$ cat config.mk
export PLATFORM = sky130hd
export DESIGN_NAME = slave_ram_arbiter
export DESIGN_NICKNAME = d
export VERILOG_FILES = /design/src/rtl/slave_ram_arbiter.sv
export SDC_FILE = /design/constraint.sdc
export NUM_CORES = 1
export LEC_CHECK = 0
export CAP_MARGIN = 30
export CORE_AREA = 2 2 177 179
export DETAILED_ROUTE_END_ITERATION = 7
export DIE_AREA = 0 0 179 181
export GPL_TIMING_DRIVEN = 0
export MAX_ROUTING_LAYER = met4
export PLACE_DENSITY = 0.66
export SETUP_SLACK_MARGIN = 0.5
export SYNTH_ARGS = -nofsm -noshare
export SYNTH_HDL_FRONTEND = slang
export SYNTH_SLANG_ARGS = --single-unit
$ cat constraint.sdc
create_clock -name clock -period 4.1 [get_ports clock]
set_input_delay 0.82 -clock clock [delete_from_list [all_inputs] [get_ports clock]]
set_output_delay 0.82 -clock clock [all_outputs]
set_load 0.005 [all_outputs]
$ cat src/rtl/slave_ram_arbiter.sv
// rtl/slave_ram_arbiter.sv - round-robin arbiter sharing one main slave RAM channel between two requesters
//
// Ports:
//   clock, reset              single clock, synchronous active-high reset
//   lock                      blocks new grants; in-flight transactions still complete
//   rqN_valid/ready/we/addr/wdata/size   requester N command (ready is combinational)
//   rsN_valid/data            one-cycle response pulse to requester N (data 0 for writes)
//   S_oe_ram/S_we_ram/S_addr_ram/S_Wdata_ram/S_data_ram_size   registered strobe to main
//   Sout_Rdata_ram/Sout_DataRdy                                completion from main
//   err                       sticky error flag, cleared only by reset
//   outstanding               tag FIFO occupancy
//
// Optional feature: define SLAVE_ARB_WATCHDOG_EN to retire a transaction that waits
// WDOG_CYCLES without completion (response data 0, err set).
module slave_ram_arbiter #(
    parameter int ADDR_W       = 9,
    parameter int DATA_W       = 64,
    parameter int SIZE_W       = 7,
    parameter int TAG_DEPTH    = 4,
    parameter int DRAIN_CYCLES = 8,
    parameter int WDOG_CYCLES  = 64
) (
    input  logic                         clock,
    input  logic                         reset,
    input  logic                         lock,
    input  logic                         rq0_valid,
    output logic                         rq0_ready,
    input  logic                         rq0_we,
    input  logic [ADDR_W-1:0]            rq0_addr,
    input  logic [DATA_W-1:0]            rq0_wdata,
    input  logic [SIZE_W-1:0]            rq0_size,
    input  logic                         rq1_valid,
    output logic                         rq1_ready,
    input  logic                         rq1_we,
    input  logic [ADDR_W-1:0]            rq1_addr,
    input  logic [DATA_W-1:0]            rq1_wdata,
    input  logic [SIZE_W-1:0]            rq1_size,
    output logic                         rs0_valid,
    output logic [DATA_W-1:0]            rs0_data,
    output logic                         rs1_valid,
    output logic [DATA_W-1:0]            rs1_data,
    output logic                         S_oe_ram,
    output logic                         S_we_ram,
    output logic [ADDR_W-1:0]            S_addr_ram,
    output logic [DATA_W-1:0]            S_Wdata_ram,
    output logic [SIZE_W-1:0]            S_data_ram_size,
    input  logic [DATA_W-1:0]            Sout_Rdata_ram,
    input  logic                         Sout_DataRdy,
    output logic                         err,
    output logic [$clog2(TAG_DEPTH):0]   outstanding
);
    localparam int PTR_W   = $clog2(TAG_DEPTH);
    localparam int CNT_W   = PTR_W + 1;
    localparam int DRAIN_W = ($clog2(DRAIN_CYCLES + 1) > 0) ? $clog2(DRAIN_CYCLES + 1) : 1;

    // Each tag entry is {requester id, we}; we decides whether the response carries data.
    logic [1:0]         tag_mem [TAG_DEPTH];
    logic [PTR_W-1:0]   wr_ptr;
    logic [PTR_W-1:0]   rd_ptr;
    logic [CNT_W-1:0]   count;
    logic               last_id;
    logic [DRAIN_W-1:0] drain_cnt;

    logic               fifo_full;
    logic               fifo_empty;
    logic               grant_ok;
    logic               winner;
    logic               push;
    logic               rdy_pop;
    logic               wdog_pop;
    logic               pop;
    logic               stray;
    logic               drain_active;
    logic               acc_we;
    logic [ADDR_W-1:0]  acc_addr;
    logic [DATA_W-1:0]  acc_wdata;
    logic [SIZE_W-1:0]  acc_size;
    logic               head_id;
    logic               head_we;
    logic [DATA_W-1:0]  resp_data;

    assign fifo_full    = (count == CNT_W'(TAG_DEPTH));
    assign fifo_empty   = (count == '0);
    assign grant_ok     = !lock && !fifo_full && !reset;
    assign drain_active = (drain_cnt < DRAIN_W'(DRAIN_CYCLES));

    // Lone requester wins; under contention the one not served last wins.
    always_comb begin
        winner = 1'b0;
        if (rq0_valid && rq1_valid) begin
            winner = ~last_id;
        end else if (rq1_valid) begin
            winner = 1'b1;
        end
    end

    assign rq0_ready = grant_ok && rq0_valid && !winner;
    assign rq1_ready = grant_ok && rq1_valid && winner;
    assign push      = rq0_ready || rq1_ready;

    assign acc_we    = winner ? rq1_we    : rq0_we;
    assign acc_addr  = winner ? rq1_addr  : rq0_addr;
    assign acc_wdata = winner ? rq1_wdata : rq0_wdata;
    assign acc_size  = winner ? rq1_size  : rq0_size;

    assign head_id   = tag_mem[rd_ptr][1];
    assign head_we   = tag_mem[rd_ptr][0];
    assign rdy_pop   = Sout_DataRdy && !fifo_empty;
    assign stray     = Sout_DataRdy && fifo_empty;
    assign pop       = rdy_pop || wdog_pop;
    // A watchdog retirement returns 0, as does any write completion.
    assign resp_data = (rdy_pop && !head_we) ? Sout_Rdata_ram : '0;

`ifdef SLAVE_ARB_WATCHDOG_EN
    localparam int WDOG_W = $clog2(WDOG_CYCLES + 1);
    logic [WDOG_W-1:0] wdog_cnt;

    assign wdog_pop = !fifo_empty && !Sout_DataRdy && (wdog_cnt == WDOG_W'(WDOG_CYCLES - 1));

    always_ff @(posedge clock) begin
        if (reset || fifo_empty || pop) begin
            wdog_cnt <= '0;
        end else begin
            wdog_cnt <= wdog_cnt + 1'b1;
        end
    end
`else
    assign wdog_pop = 1'b0;
`endif

    always_ff @(posedge clock) begin
        if (push) begin
            tag_mem[wr_ptr] <= {winner, acc_we};
        end
    end

    always_ff @(posedge clock) begin
        if (reset) begin
            wr_ptr          <= '0;
            rd_ptr          <= '0;
            count           <= '0;
            last_id         <= 1'b1;
            drain_cnt       <= '0;
            err             <= 1'b0;
            S_oe_ram        <= 1'b0;
            S_we_ram        <= 1'b0;
            S_addr_ram      <= '0;
            S_Wdata_ram     <= '0;
            S_data_ram_size <= '0;
            rs0_valid       <= 1'b0;
            rs1_valid       <= 1'b0;
            rs0_data        <= '0;
            rs1_data        <= '0;
        end else begin
            S_oe_ram        <= push && !acc_we;
            S_we_ram        <= push && acc_we;
            S_addr_ram      <= push ? acc_addr  : '0;
            S_Wdata_ram     <= push ? acc_wdata : '0;
            S_data_ram_size <= push ? acc_size  : '0;

            if (push) begin
                wr_ptr  <= wr_ptr + 1'b1;
                last_id <= winner;
            end
            if (pop) begin
                rd_ptr <= rd_ptr + 1'b1;
            end
            count <= count + CNT_W'(push) - CNT_W'(pop);

            rs0_valid <= pop && !head_id;
            rs1_valid <= pop && head_id;
            rs0_data  <= (pop && !head_id) ? resp_data : '0;
            rs1_data  <= (pop && head_id)  ? resp_data : '0;

            // Completions arriving shortly after reset belong to transactions
            // that reset discarded, so they are not errors.
            if (drain_active) begin
                drain_cnt <= drain_cnt + 1'b1;
            end
            if ((stray && !drain_active) || wdog_pop) begin
                err <= 1'b1;
            end
        end
    end

    assign outstanding = count;
endmodule

==> metrics.txt, run 1 <==
# TYPE chip_impl_metric gauge
chip_impl_info{name="status",value="finished clean"} 1
chip_impl_metric{name="number_of_flip_flops_and_latches_in_the_synthesized_netlist",unit=""} 235
chip_impl_info{name="tightest_hold_check_type",value="register to register"} 1
chip_impl_metric{name="drt_iter0_drc",unit=""} 259
chip_impl_metric{name="slew-limit-headroom",unit="%"} 45.2
chip_impl_metric{name="critical_path_peak_fanout",unit=""} 10
chip_impl_info{name="cp_common_cell",value="clkdlybuf4s50_1"} 1
chip_impl_metric{name="worst_path_largest_cell_delay",unit="ns"} 0.54
chip_impl_metric{name="timing.critical_path.arrival",unit="ns"} 2.66
chip_impl_metric{name="cts_num_sinks",unit=""} 235
chip_impl_metric{name="syn_avg_cell_area",unit="µm²"} 10.1
chip_impl_metric{name="grt_pass1_vias",unit=""} 7621
chip_impl_info{name="critical_path.top_delay_family",value="buffers and inverters"} 1
chip_impl_metric{name="grt_max_degree",unit=""} 14
chip_impl_metric{name="fin_setup_tns",unit="ns"} 0
chip_impl_metric{name="total_vias_in_the_final_route",unit=""} 7281
chip_impl_metric{name="gpl.final_weighted_congestion",unit=""} 0.881
chip_impl_metric{name="worst_r2r_path_depth",unit=""} 11
chip_impl_metric{name="htreeDepth",unit=""} 1
chip_impl_info{name="crit_end_element",value="output pin"} 1
chip_impl_metric{name="cp_data_required_time",unit="ns"} 3.28
chip_impl_metric{name="setup_violating_endpoint_count_in_the_final_report",unit=""} 0
chip_impl_metric{name="netlist_area",unit="µm²"} 7500
chip_impl_metric{name="grt_remaining_overflow",unit=""} 0
chip_impl_info{name="clock-root-buffer",value="clkbuf_16"} 1
chip_impl_info{name="crit_end",value="rq0_ready"} 1
chip_impl_info{name="setup_repair_after_global_routing_missed_its_margin",value="false"} 1
chip_impl_metric{name="cts.clk_slew.worst_paths",unit="ns"} 0.06
chip_impl_info{name="highest_layer",value="met4"} 1
chip_impl_metric{name="initial_core_util",unit="%"} 24.7
chip_impl_metric{name="worst-r2r-setup-slack",unit="ns"} 1.56
chip_impl_metric{name="cts_setup_buffers",unit=""} 0
chip_impl_metric{name="dpl-instance-area",unit="µm²"} 12500
chip_impl_metric{name="post_drt_via_cell_ratio",unit=""} 4.46
chip_impl_info{name="worst_r2r_endpoint",value="outstanding[2]"} 1
chip_impl_metric{name="cts_buffer_depth",unit=""} 3
chip_impl_metric{name="clock_insertion_delay_worst_skew",unit="ns"} 0.53
chip_impl_info{name="layout.cells.most_common",value="clkdlybuf4s50_1"} 1
chip_impl_metric{name="critical_path_buf_inv_count",unit=""} 4
chip_impl_metric{name="inserted_clock_buffers",unit=""} 25
chip_impl_info{name="critPathSlowestCell",value="clkdlybuf4s50_1"} 1
chip_impl_metric{name="finClkSkew",unit="ns"} 0.0162
chip_impl_info{name="reg2reg_from",value="outstanding[2]"} 1
chip_impl_metric{name="maxSlewViolCount",unit=""} 0
chip_impl_metric{name="drt-met1-wl",unit="µm"} 11500
chip_impl_metric{name="drt-total-wl",unit="µm"} 31300
chip_impl_metric{name="core_area",unit="µm²"} 30300
chip_impl_metric{name="cap_viol_max_count",unit=""} 0
chip_impl_metric{name="tightest_slew",unit="ns"} 0.818
chip_impl_metric{name="timing.fmax",unit="GHz"} 0.288
chip_impl_metric{name="dr.pass1.iters",unit=""} 5
chip_impl_metric{name="timing.final.crit_period",unit="ns"} 3.48
chip_impl_info{name="timing_worst_setup_path_type",value="input pin to output pin"} 1
chip_impl_metric{name="netlist_instances",unit=""} 743
chip_impl_metric{name="grt_util_overall",unit="%"} 18.9
chip_impl_info{name="cp_cell_sequence",value="clkdlybuf4s50_1 -> a21bo_2 -> clkbuf_4 -> buf_6 -> and3_1 -> clkdlybuf4s50_1"} 1
chip_impl_metric{name="cts-hold-fix-buffers",unit=""} 0
chip_impl_metric{name="total_length_of_routed_met2_wires",unit="µm"} 15800
chip_impl_metric{name="finalNetCount",unit=""} 1458
chip_impl_metric{name="final_area",unit="µm²"} 13300
chip_impl_metric{name="antenna_found_initial",unit=""} 1
chip_impl_metric{name="route.detailed.wl_per_inst",unit="µm"} 19.2
chip_impl_info{name="crit_path_start",value="rq1_valid"} 1
chip_impl_metric{name="postRouteAntennaNets",unit=""} 0
chip_impl_metric{name="layout-area-overhead-vs-synth",unit="%"} 77.1
chip_impl_metric{name="vdd_drop_max",unit="mV"} 0.273
chip_impl_metric{name="critical_path_depth",unit=""} 6
chip_impl_metric{name="io_pins",unit=""} 450
chip_impl_metric{name="min_period_over_period",unit="%"} 84.8
chip_impl_metric{name="global_route_wire_length_before_repair",unit="µm"} 44800
chip_impl_metric{name="met3_wirelength",unit="µm"} 3060
chip_impl_info{name="mostFrequentLayoutCells",value="clkdlybuf4s50_1 (447), dfxtp_1 (227), and3_1 (130), nand2_1 (84), a21oi_1 (82)"} 1
chip_impl_metric{name="power.leakage",unit="nW"} 5.41
chip_impl_metric{name="yosysWarnings",unit=""} 0
chip_impl_metric{name="synth_cell_types",unit=""} 34
chip_impl_info{name="tritoncts",value="built"} 1
chip_impl_metric{name="yosysSeqAreaShare",unit="%"} 63.8
chip_impl_info{name="cp-start-kind",value="input pin"} 1
chip_impl_metric{name="core.rowCount",unit=""} 64
chip_impl_metric{name="die-area",unit="µm²"} 32400
chip_impl_metric{name="die-width",unit="µm"} 179
chip_impl_metric{name="fp.dieH",unit="µm"} 181
chip_impl_metric{name="drive_gt1_share",unit="%"} 5.02
chip_impl_metric{name="route.detailed.drc",unit=""} 0
chip_impl_metric{name="power_density",unit="nW/µm²"} 447
chip_impl_metric{name="hpwlAfterDp",unit="µm"} 24900
chip_impl_metric{name="hold_viol",unit=""} 0
chip_impl_metric{name="synth_nets",unit=""} 983
chip_impl_metric{name="port_buffers",unit=""} 448
## per-stage QoR
step                      cells  hold slack (ns)  total power, W  utilization [%]  worst slack (ns)
after floorplan             743            0.461         0.00304                -              1.18
after global placement     1587            0.458         0.00378             41.1            -0.267
after detailed placement   1587            0.466         0.00379             41.1            -0.252
after CTS                  1630            0.480         0.00600             43.7             0.551
after global routing       1631            0.501         0.00620             43.8             0.520
final                      1631            0.470         0.00593             43.8             0.625
## worst reg2reg max path: cells and delay by family, from the launching register on
kind                     cells  cell delay [ns]
flip-flops                   1             0.43
buffers and inverters        3             0.28
adder cells (fa/ha/maj)      3             0.67
XOR/XNOR                     2             0.30
AND/OR/NAND/NOR              3             0.75
## report_power, final
group	internal, W	leakage (nW)	switching [W]
Clock	0.00126	0.384	0.000937
Combinational	0.000608	3.11	0.000603
Sequential	0.00245	1.91	0.0000710
## area by class of cell
class | count | area [µm²]
fill | 2917 | 17100
sequential | 235 | 4780
timing repair buffer | 448 | 4480
multi-input combinational | 434 | 2420
clock buffer | 35 | 703
tap | 396 | 495
buffer | 65 | 278
clock inverter | 8 | 77.6
inverter | 9 | 33.8
antenna | 1 | 2.50
## registers in the layout (all words and copies together), names as in the netlist, named ones only
register         cells
S_Wdata_ram         64
rs0_data            64
rs1_data            64
S_addr_ram           9
tag_mem              8
S_data_ram_size      7
drain_cnt            4
outstanding          3
rd_ptr               2
wr_ptr               2
S_oe_ram             1
S_we_ram             1
err                  1
last_id              1
rs0_valid            1
rs1_valid            1
## how the worst min path moves through the flow
stage	startpoint	cells after the start	end	slack [ns]
3_5_place_dp	err	2	err	0.47
3_3_place_gp	err	2	err	0.46
6_report	err	2	err	0.47
4_1_cts	err	2	err	0.48
5_1_grt	err	2	err	0.50
2_1_floorplan	err	2	err	0.46
## what timing repair did
| action | 4_1_cts | 5_1_grt |
|---|---|---|
| hold endpoints to repair | 0 | 0 |
| setup endpoints to repair | 2 | 1 |
| gates resized for setup | 10 | 1 |
## layer usage
metal,GRT usage (%),vias to the layer above
met2,34.0,375
met4,5.69,0
met5,-,-
met1,19.8,3371
li1,-,3472
met3,5.51,63
## cells in the mapped netlist (all sizes together)
cell type	instances	share of area, %
edfxtp	8	3.2
buf	10	0.62
fa	1	0.27
a31oi	3	0.25
ha	7	1.2
mux2i	2	0.27
nand3b	1	0.10
o31ai	2	0.20
mux4	2	0.60
a311o	1	0.13
nor2	12	0.63
and3	130	11
dfxtp	227	61
inv	9	0.45
or3b	1	0.12
a21bo	1	0.13
nor3	1	0.067
nor3b	1	0.10
o311ai	1	0.12
xnor2	3	0.35
clkbuf	55	2.9
and2	6	0.50
nand3	81	5.4
nor4b	1	0.32
xor2	3	0.35
a21oi	82	5.5
nand2b	2	0.17
nand4	1	0.083
or2	1	0.083
nand2	84	4.2
nor2b	4	0.33
## kinds of logic after synthesis
logic type | count (synthesis) | synth area share (%)
buffers and inverters | 74 | 3.92
AOI/OAI and AO/OA | 90 | 6.31
adders and majority gates | 8 | 1.43
muxes | 4 | 0.868
and+or+nand+nor | 326 | 23.0
xor gates and xnor gates | 6 | 0.701
DFF | 235 | 63.8
(Power assumes the default switching activity.)
==> run 2, diff against run 1 <==
- CORE_AREA: 2 2 177 179 -> 2 2 176 178
- DIE_AREA: 0 0 179 181 -> 0 0 178 180
- PLACE_DENSITY: 0.66 -> 0.68
- clock period: 4.1 -> 3 ns (I/O delays scaled with it)
==> run 2 against run 1 <==
Net effect: register-to-register slack got worse by 0.87 ns; cell count grew 0.98%; routed wire length about the same; critical endpoint is now rq1_ready; global-route usage grew 0.22 points; worst setup slack worse by 0.042 ns; largest cell class is now buffers; via count up 1.5%; sequential cell count stayed put; sequential share of layout area shrank 0.72 points.
==> metrics.txt, run 2 (synthesized netlist as in run 1, its figures left out) <==
# TYPE chip_impl_metric gauge
chip_impl_info{name="crit_path_start",value="outstanding[1]"} 1
chip_impl_metric{name="port_buffers",unit=""} 448
chip_impl_info{name="layout.cells.most_common",value="clkdlybuf4s50_1"} 1
chip_impl_metric{name="grt_max_degree",unit=""} 15
chip_impl_metric{name="slew-limit-headroom",unit="%"} 52.3
chip_impl_metric{name="vdd_drop_max",unit="mV"} 0.389
chip_impl_metric{name="global_route_wire_length_before_repair",unit="µm"} 45000
chip_impl_metric{name="dr.pass1.iters",unit=""} 5
chip_impl_metric{name="layout-area-overhead-vs-synth",unit="%"} 80.9
chip_impl_metric{name="gpl.final_weighted_congestion",unit=""} 0.884
chip_impl_info{name="reg2reg_from",value="outstanding[1]"} 1
chip_impl_metric{name="setup_violating_endpoint_count_in_the_final_report",unit=""} 0
chip_impl_metric{name="final_cell_count_no_fill",unit=""} 1647
chip_impl_metric{name="cap_viol_max_count",unit=""} 0
chip_impl_metric{name="route.detailed.wl_per_inst",unit="µm"} 19.0
chip_impl_metric{name="antenna_found_initial",unit=""} 8
chip_impl_metric{name="timing.final.crit_period",unit="ns"} 2.42
chip_impl_metric{name="core_area",unit="µm²"} 30200
chip_impl_info{name="hold-path-endpoint",value="outstanding[1]"} 1
chip_impl_metric{name="grt_pass1_vias",unit=""} 7524
chip_impl_metric{name="post-place-ws",unit="ns"} -1.02
chip_impl_metric{name="cp_data_required_time",unit="ns"} 2.40
chip_impl_metric{name="finClkSkew",unit="ns"} 0.0103
chip_impl_metric{name="maxSlewViolCount",unit=""} 0
chip_impl_metric{name="route.detailed.drc",unit=""} 0
chip_impl_info{name="biggestRegsByFlops",value="S_Wdata_ram: 64 flops, rs0_data: 64 flops, rs1_data: 64 flops"} 1
chip_impl_metric{name="cts.clk_slew.worst_paths",unit="ns"} 0.06
chip_impl_metric{name="power.leakage",unit="nW"} 5.55
chip_impl_metric{name="drt_iter0_drc",unit=""} 289
chip_impl_metric{name="finalNetCount",unit=""} 1464
chip_impl_metric{name="initial_core_util",unit="%"} 24.8
chip_impl_info{name="setup_repair_after_global_routing_missed_its_margin",value="true"} 1
chip_impl_metric{name="total_vias_in_the_final_route",unit=""} 7390
chip_impl_metric{name="drive_gt1_share",unit="%"} 6.60
chip_impl_metric{name="tightest_slew",unit="ns"} 0.716
chip_impl_metric{name="hpwlAfterDp",unit="µm"} 24400
chip_impl_metric{name="dp.cells",unit=""} 1587
chip_impl_info{name="mostFrequentLayoutCells",value="clkdlybuf4s50_1 (443), dfxtp_1 (225), and3_1 (130), nand2_1 (84), a21oi_1 (82)"} 1
chip_impl_metric{name="timing.critical_path.arrival",unit="ns"} 1.82
chip_impl_metric{name="fin_ws",unit="ns"} 0.583
chip_impl_metric{name="worst_r2r_path_depth",unit=""} 11
chip_impl_metric{name="inserted_clock_buffers",unit=""} 25
chip_impl_metric{name="drt-total-wl",unit="µm"} 31300
chip_impl_metric{name="io_pins",unit=""} 450
chip_impl_metric{name="hold_viol",unit=""} 0
chip_impl_metric{name="die-width",unit="µm"} 178
chip_impl_metric{name="core.rowCount",unit=""} 64
chip_impl_metric{name="cts_num_sinks",unit=""} 235
chip_impl_metric{name="min_period_over_period",unit="%"} 80.6
chip_impl_metric{name="grt_util_overall",unit="%"} 19.2
chip_impl_info{name="worst_r2r_endpoint",value="outstanding[2]"} 1
chip_impl_info{name="timing_worst_setup_path_type",value="register to output pin"} 1
chip_impl_metric{name="timing.fmax",unit="GHz"} 0.414
chip_impl_metric{name="clock_insertion_delay_worst_skew",unit="ns"} 0.52
chip_impl_info{name="tightest_hold_check_type",value="input pin to register"} 1
chip_impl_metric{name="worst-r2r-setup-slack",unit="ns"} 0.69
chip_impl_info{name="clock-root-buffer",value="clkbuf_16"} 1
chip_impl_metric{name="dpl-instance-area",unit="µm²"} 12500
chip_impl_metric{name="grt_remaining_overflow",unit=""} 0
chip_impl_info{name="cp-start-kind",value="register"} 1
chip_impl_info{name="tritoncts",value="built"} 1
chip_impl_info{name="status",value="finished clean"} 1
chip_impl_metric{name="power_density",unit="nW/µm²"} 636
chip_impl_info{name="timing.hold.worst.start",value="reset"} 1
chip_impl_metric{name="die-area",unit="µm²"} 32000
chip_impl_metric{name="post_drt_via_cell_ratio",unit=""} 4.49
chip_impl_metric{name="critical_path_peak_fanout",unit=""} 10
chip_impl_metric{name="final_area",unit="µm²"} 13600
chip_impl_metric{name="cts_buffer_depth",unit=""} 3
chip_impl_metric{name="htreeDepth",unit=""} 1
chip_impl_metric{name="postRouteAntennaNets",unit=""} 0
chip_impl_metric{name="timing.hold.worst_path_depth",unit=""} 2
chip_impl_metric{name="fp.dieH",unit="µm"} 180
chip_impl_metric{name="cts-hold-fix-buffers",unit=""} 0
chip_impl_info{name="crit_end_element",value="output pin"} 1
## run 2: changes by cell type in the layout (fill, tap and decap cells not counted), moves of 4 or more
cell	before	now
buf_4	0	6
diode_2	1	8
clkdlybuf4s50_1	447	443
clkinv_1	0	4
clkbuf_1	51	45
bufinv_16	1	6
## run 2: how the worst max path moves through the flow
stage,end,slack (ns),cells past startpoint
detailed placement,rq0_ready,-1.02,6
finish,rq1_ready,0.58,5
floorplan,outstanding[2],0.52,12
global placement,rq0_ready,-1.02,6
CTS,rq0_ready,0.31,5
global route,rq0_ready,0.49,4
## run 2: power breakdown
part | internal, W | total, W | switching, W
sequential | 0.00336 | 0.00346 | 0.000102
combinational | 0.000874 | 0.00172 | 0.000843
clock | 0.00216 | 0.00345 | 0.00129
## run 2: layout make-up
type | instances | area [µm²]
Fill cell | 2899 | 16600
Sequential cell | 235 | 4790
Timing Repair Buffer | 454 | 4530
Multi-Input combinational cell | 434 | 2450
Clock buffer | 33 | 706
Tap cell | 396 | 495
Buffer | 65 | 325
Clock inverter | 13 | 216
Inverter | 9 | 33.8
Antenna cell | 8 | 20.0
## run 2: per-layer routing
| layer | vias to the layer above | global-route usage (%) | share of wire (%) |
|---|---|---|---|
| li1 | 3503 | - | - |
| met1 | 3419 | 20.5 | 38 |
| met2 | 394 | 32.8 | 49 |
| met3 | 74 | 5.22 | 8.8 |
| met4 | 0 | 8.69 | 4.6 |
| met5 | - | - | 0 |
## run 2: critical path, stage by stage (launching register included)
cell	delay (ns)
dfxtp_2	0.36
or3b_4	0.43
nand2_1	0.10
clkbuf_8	0.21
nor2_1	0.06
buf_2	0.14
## run 2: timing repair
action	4_1_cts	5_1_grt
resized for setup	27	11
endpoints found under the setup margin	21	14
setup buffers	2	4
pin swaps	0	2
## run 2: stage by stage
step	utilization (%)	power (W)	TNS (ns)	hold slack (ns)
after CTS	44.7	0.00870	0	0.288
after global routing	44.9	0.00900	0	0.311
after floorplan	-	0.00418	0	0.461
final	44.9	0.00863	0	0.317
after detailed placement	41.4	0.00522	-6.41	0.483
after global placement	41.4	0.00520	-5.96	0.456
